## config.mk

```make
export PLATFORM = sky130hd
export DESIGN_NAME = adder_arbiter
export DESIGN_NICKNAME = d
export VERILOG_FILES = /design/src/rtl/adder_arbiter.sv
export SDC_FILE = /design/constraint.sdc
export NUM_CORES = 1
export LEC_CHECK = 0
export CAP_MARGIN = 20
export CORE_AREA = 2 2 157 159
export DETAILED_ROUTE_END_ITERATION = 12
export DIE_AREA = 0 0 159 161
export GPL_TIMING_DRIVEN = 0
export RECOVER_POWER = 100
export SYNTH_ARGS = -nofsm -noshare
export SYNTH_HDL_FRONTEND = slang
export SYNTH_SLANG_ARGS = --single-unit
```

## constraint.sdc

```tcl
create_clock -name clk -period 2.05 [get_ports clk]
set_input_delay 0.41 -clock clk [delete_from_list [all_inputs] [get_ports clk]]
set_output_delay 0.41 -clock clk [all_outputs]
set_load 0.01 [all_outputs]
```

## src/rtl/adder_arbiter.sv

```systemverilog
// adder_arbiter: shares one 32-bit adder among NREQ requesters, holding the
// granted operands for SETTLE cycles before capturing sum and carry-out.
// Build option: ADDER_ARB_RR_EN selects round-robin grant; when it is not
// defined, grant is fixed priority with the lowest index winning.
module adder_arbiter #(
  parameter int unsigned NREQ   = 4,
  parameter int unsigned SETTLE = 2,
  parameter int unsigned IDW    = $clog2(NREQ)
) (
  input  logic               clk,
  input  logic               rst_n,
  input  logic [NREQ-1:0]    req_valid,
  output logic [NREQ-1:0]    req_ready,
  input  logic [NREQ*32-1:0] req_a,
  input  logic [NREQ*32-1:0] req_b,
  output logic [31:0]        add_a,
  output logic [31:0]        add_b,
  input  logic [31:0]        add_s,
  input  logic               add_cout,
  output logic               rsp_valid,
  output logic [IDW-1:0]     rsp_id,
  output logic [31:0]        rsp_sum,
  output logic               rsp_cout,
  output logic               busy
);
  localparam int unsigned CW = $clog2(SETTLE + 1);

  typedef enum logic [1:0] {ST_IDLE, ST_SETTLE, ST_RESP} state_t;

  state_t         state;
  state_t         state_nx;
  logic [CW-1:0]  cnt;
  logic [IDW-1:0] gnt;
  logic           any_req;
  logic           xfer;
  logic           capture;
  logic [31:0]    sel_a;
  logic [31:0]    sel_b;

`ifdef ADDER_ARB_RR_EN
  logic [IDW-1:0] last;
  logic [IDW:0]   scan;

  // Round-robin search starting just after the last granted requester.
  always_comb begin
    gnt     = '0;
    any_req = 1'b0;
    scan    = '0;
    for (int i = 0; i < int'(NREQ); i++) begin
      scan = (IDW+1)'(last) + (IDW+1)'(i + 1);
      if (scan >= (IDW+1)'(NREQ)) scan = scan - (IDW+1)'(NREQ);
      if (!any_req && req_valid[scan[IDW-1:0]]) begin
        any_req = 1'b1;
        gnt     = scan[IDW-1:0];
      end
    end
  end

  // Pointer remembers the most recent grant; reset makes requester 0 first.
  always_ff @(posedge clk or negedge rst_n) begin
    if (!rst_n) last <= IDW'(NREQ - 1);
    else if (xfer) last <= gnt;
  end
`else
  // Fixed priority: lowest requesting index wins.
  always_comb begin
    gnt     = '0;
    any_req = 1'b0;
    for (int i = int'(NREQ) - 1; i >= 0; i--) begin
      if (req_valid[i]) begin
        any_req = 1'b1;
        gnt     = IDW'(i);
      end
    end
  end
`endif

  // Operand mux for the granted requester.
  always_comb begin
    sel_a = '0;
    sel_b = '0;
    for (int i = 0; i < int'(NREQ); i++) begin
      if (IDW'(i) == gnt) begin
        sel_a = req_a[i*32 +: 32];
        sel_b = req_b[i*32 +: 32];
      end
    end
  end

  // State register.
  always_ff @(posedge clk or negedge rst_n) begin
    if (!rst_n) state <= ST_IDLE;
    else        state <= state_nx;
  end

  // Next state, accept handshake and capture strobe.
  always_comb begin
    state_nx  = state;
    req_ready = '0;
    xfer      = 1'b0;
    capture   = 1'b0;
    case (state)
      ST_IDLE: begin
        if (any_req && rst_n) begin
          req_ready = NREQ'(1) << gnt;
          xfer      = req_valid[gnt];
          if (xfer) state_nx = ST_SETTLE;
        end
      end
      ST_SETTLE: begin
        if (cnt == CW'(1)) begin
          capture  = 1'b1;
          state_nx = ST_RESP;
        end
      end
      ST_RESP: state_nx = ST_IDLE;
      default: state_nx = ST_IDLE;
    endcase
  end

  // Operand, settle counter and result registers.
  always_ff @(posedge clk or negedge rst_n) begin
    if (!rst_n) begin
      add_a     <= '0;
      add_b     <= '0;
      rsp_id    <= '0;
      rsp_sum   <= '0;
      rsp_cout  <= 1'b0;
      rsp_valid <= 1'b0;
      cnt       <= '0;
      busy      <= 1'b0;
    end else begin
      rsp_valid <= capture;
      if (xfer) begin
        add_a  <= sel_a;
        add_b  <= sel_b;
        rsp_id <= gnt;
        cnt    <= CW'(SETTLE);
        busy   <= 1'b1;
      end else if (state == ST_SETTLE) begin
        cnt <= cnt - CW'(1);
      end
      if (capture) begin
        rsp_sum  <= add_s;
        rsp_cout <= add_cout;
      end
      if (state == ST_RESP) busy <= 1'b0;
    end
  end
endmodule

```

==> impl_metrics.ini <==
[status]
run_status = finished, violations left
violations = max-capacitance violations, max-slew violations

[routing]
drt-wirelength-per-cell_um = 20.0
via_count = 7000
dr.pass1.iters = 7
m1WireLength_um = 11900
wirelength_um = 28700
drt_first_iter_violations = 439
drc = 0
wl_met2_um = 14100
dr_wl_met3_um = 2060
via_per_inst = 4.87
top_layer = met4
ant_nets = 0

[clocking]
clk_latency_ns = 0.36
clk_pin_slew_ns = 0.09
htreeDepth = 3
cts_tree = done
root_buffer = clkbuf_16
clockBufferDepth = 2
cts_sinks = 105
cts-buffers-inserted = 9

[timing]
rsz0062_at_grt = true
finalSetupViolations = 0
fmax_mhz = 513
worst_slew_pin_slew_ns = 1.50
maxSlewViolCount = 33
slew_headroom = -0.00305
fin_ws_ns = 0.0989
fin_skew_ns = 0.0178
hold_viol = 0
fin_crit_ns = 1.95
fin_setup_tns_ns = 0
final.period_utilization = 0.952

[synth]
synthTopCellsByArea = dfrtp_1 (43%), a211o_1 (9.2%), a22oi_1 (7.9%)
synthArstFlopShare = 1.00
synth_top_area_frac = 0.432
synth-edff-count = 0
syn_area_per_cell_um2 = 8.83
yosys_warnings = 0
syn_nets = 985
synthFlopType = dfrtp_1
synth_seq_area_share = 0.432
syn_area_um2 = 6080
postSynthCellCount = 689
ys_seq_elements = 105
yosys.area.top_type = dfrtp_1
synth.distinct_cells = 27

[critical_path]
crit_path_end_kind = output pin
critPathArrivalTime_ns = 1.54
crit_fanout = 6
crit_required_ns = 1.64
timing.rr.start = state[0]
reg2reg_depth = 6
startpoint_type = flip-flop
critical_path_class = reg -> out
reg2reg_slack_ns = 0.13
r2r_end = add_b[12]

[place]
place_area_um2 = 10500
placed_cells = 1411
gp_congestion = 0.829
dp_hpwl_um = 21700
io_buffers = 397
place_ws_ns = -1.03

[cells_and_area]
final_net_count = 1403
n_antenna_cell = 0
stdcell_area_um2 = 10900
final_common_cell = clkdlybuf4s50_1
drive_gt1_frac = 0.0908
multi_input_area_um2 = 2900
fillCellCount = 2389
final_cell_mix = clkdlybuf4s50_1 (289), dfrtp_1 (104), dlygate4sd3_1 (104)
fin_cells = 1436
seq_area_um2 = 2630
areaGrowthSynthToFinish_pct = 79.2

[global_route]
grt_max_degree = 34
grt_overflow_total = 0
antenna_found_initial = 0
grt_pass1_wl_um = 43800
grt_pass1_vias = 7273
grt.total_usage = 0.222

[die]
die_x_um = 159
coreArea_um2 = 24000
initial_core_util = 0.254
dieArea_um2 = 25600
die_y_um = 161
rows = 57
ios = 400

[power_and_ir_drop]
p_leak_nw = 4.85
power_density_nw_per_um2 = 954
peakVddDrop_v = 0.000425

[flow_run]
max_cap_violations = 1

[worst_hold_path]
hold_class = in -> async
[flip-flops by register name, indices dropped and copies added (netlist names)]
register and count:
add_a 32, add_b 32, busy 1, cnt 2
rsp_cout 1, rsp_id 2, rsp_sum 32, rsp_valid 1
state 2
[where the power goes]
part	switching [mW]	internal, mW
logic	2.29	2.71
clock network	0.946	0.872
registers	0.515	3.06
total	3.76	6.64
[cells in the mapped netlist (2+ instances only)]
cell	count
mux2_2	33
buf_4	4
a21oi_1	66
nand2_1	68
buf_1	2
clkbuf_1	36
o31ai_1	64
o21ai_0	5
a211o_1	64
nand3_1	2
inv_1	68
a22oi_1	64
nor2_1	68
and3_1	2
buf_2	27
dfrtp_1	105
[worst max-delay path by stage]
stage / from / end / cells past startpoint
2_1_floorplan: req_valid[1] / req_ready[2] / 5
3_3_place_gp: rst_n / req_ready[2] / 5
3_5_place_dp: req_valid[2] / req_ready[2] / 6
4_1_cts: req_valid[2] / req_ready[3] / 7
5_1_grt: state[0] / req_ready[0] / 3
6_report: state[0] / req_ready[0] / 3
[metrics by stage]
stage	utilization	hold slack, ns	power (mW)
5_1_grt	0.455	0.438	11.1
6_report	0.455	0.351	10.4
2_1_floorplan	-	0.114	5.74
3_5_place_dp	0.438	0.356	9.02
3_3_place_gp	0.437	0.460	8.95
4_1_cts	0.458	0.122	10.9
[metal layers]
metal,vias up,track usage
li1,3296,-
met1,3368,0.273
met2,301,0.386
met3,35,0.0614
met4,0,0.0558
met5,-,0
[timing repair]
action / CTS / global route
gates resized for setup: 25 / 14
setup endpoints to repair: 72 / 23
setup buffers: 3 / 2
cloned: 3 / 0
hold buffers: 3 / 0
endpoints found under the hold margin: 40 / 0
pin swaps: 0 / 1
[final cells by class]
cell class,instances,area share
Clock buffer,9,0.0207
Clock inverter,7,0.00769
Tap cell,324,0.0372
Inverter,68,0.0234
Sequential cell,105,0.241
Buffer,66,0.0297
Timing Repair Buffer,410,0.374
Multi-Input combinational cell,447,0.266
[critical path, cell delays in order (launching register included)]
cell and delay, ns:
dfrtp_2 0.44, nor3b_4 0.30, and2_1 0.20, clkdlybuf4s15_1 0.26
[logic make-up after synthesis]
kind of cell | synth area share
AOI/OAI and AO/OA | 0.316
and+or+nand+nor | 0.0967
muxes | 0.0611
DFF | 0.432
adders and majority gates | 0.00206
buffers and inverters | 0.0926
Note: power is estimated with default switching activity, not from simulation.
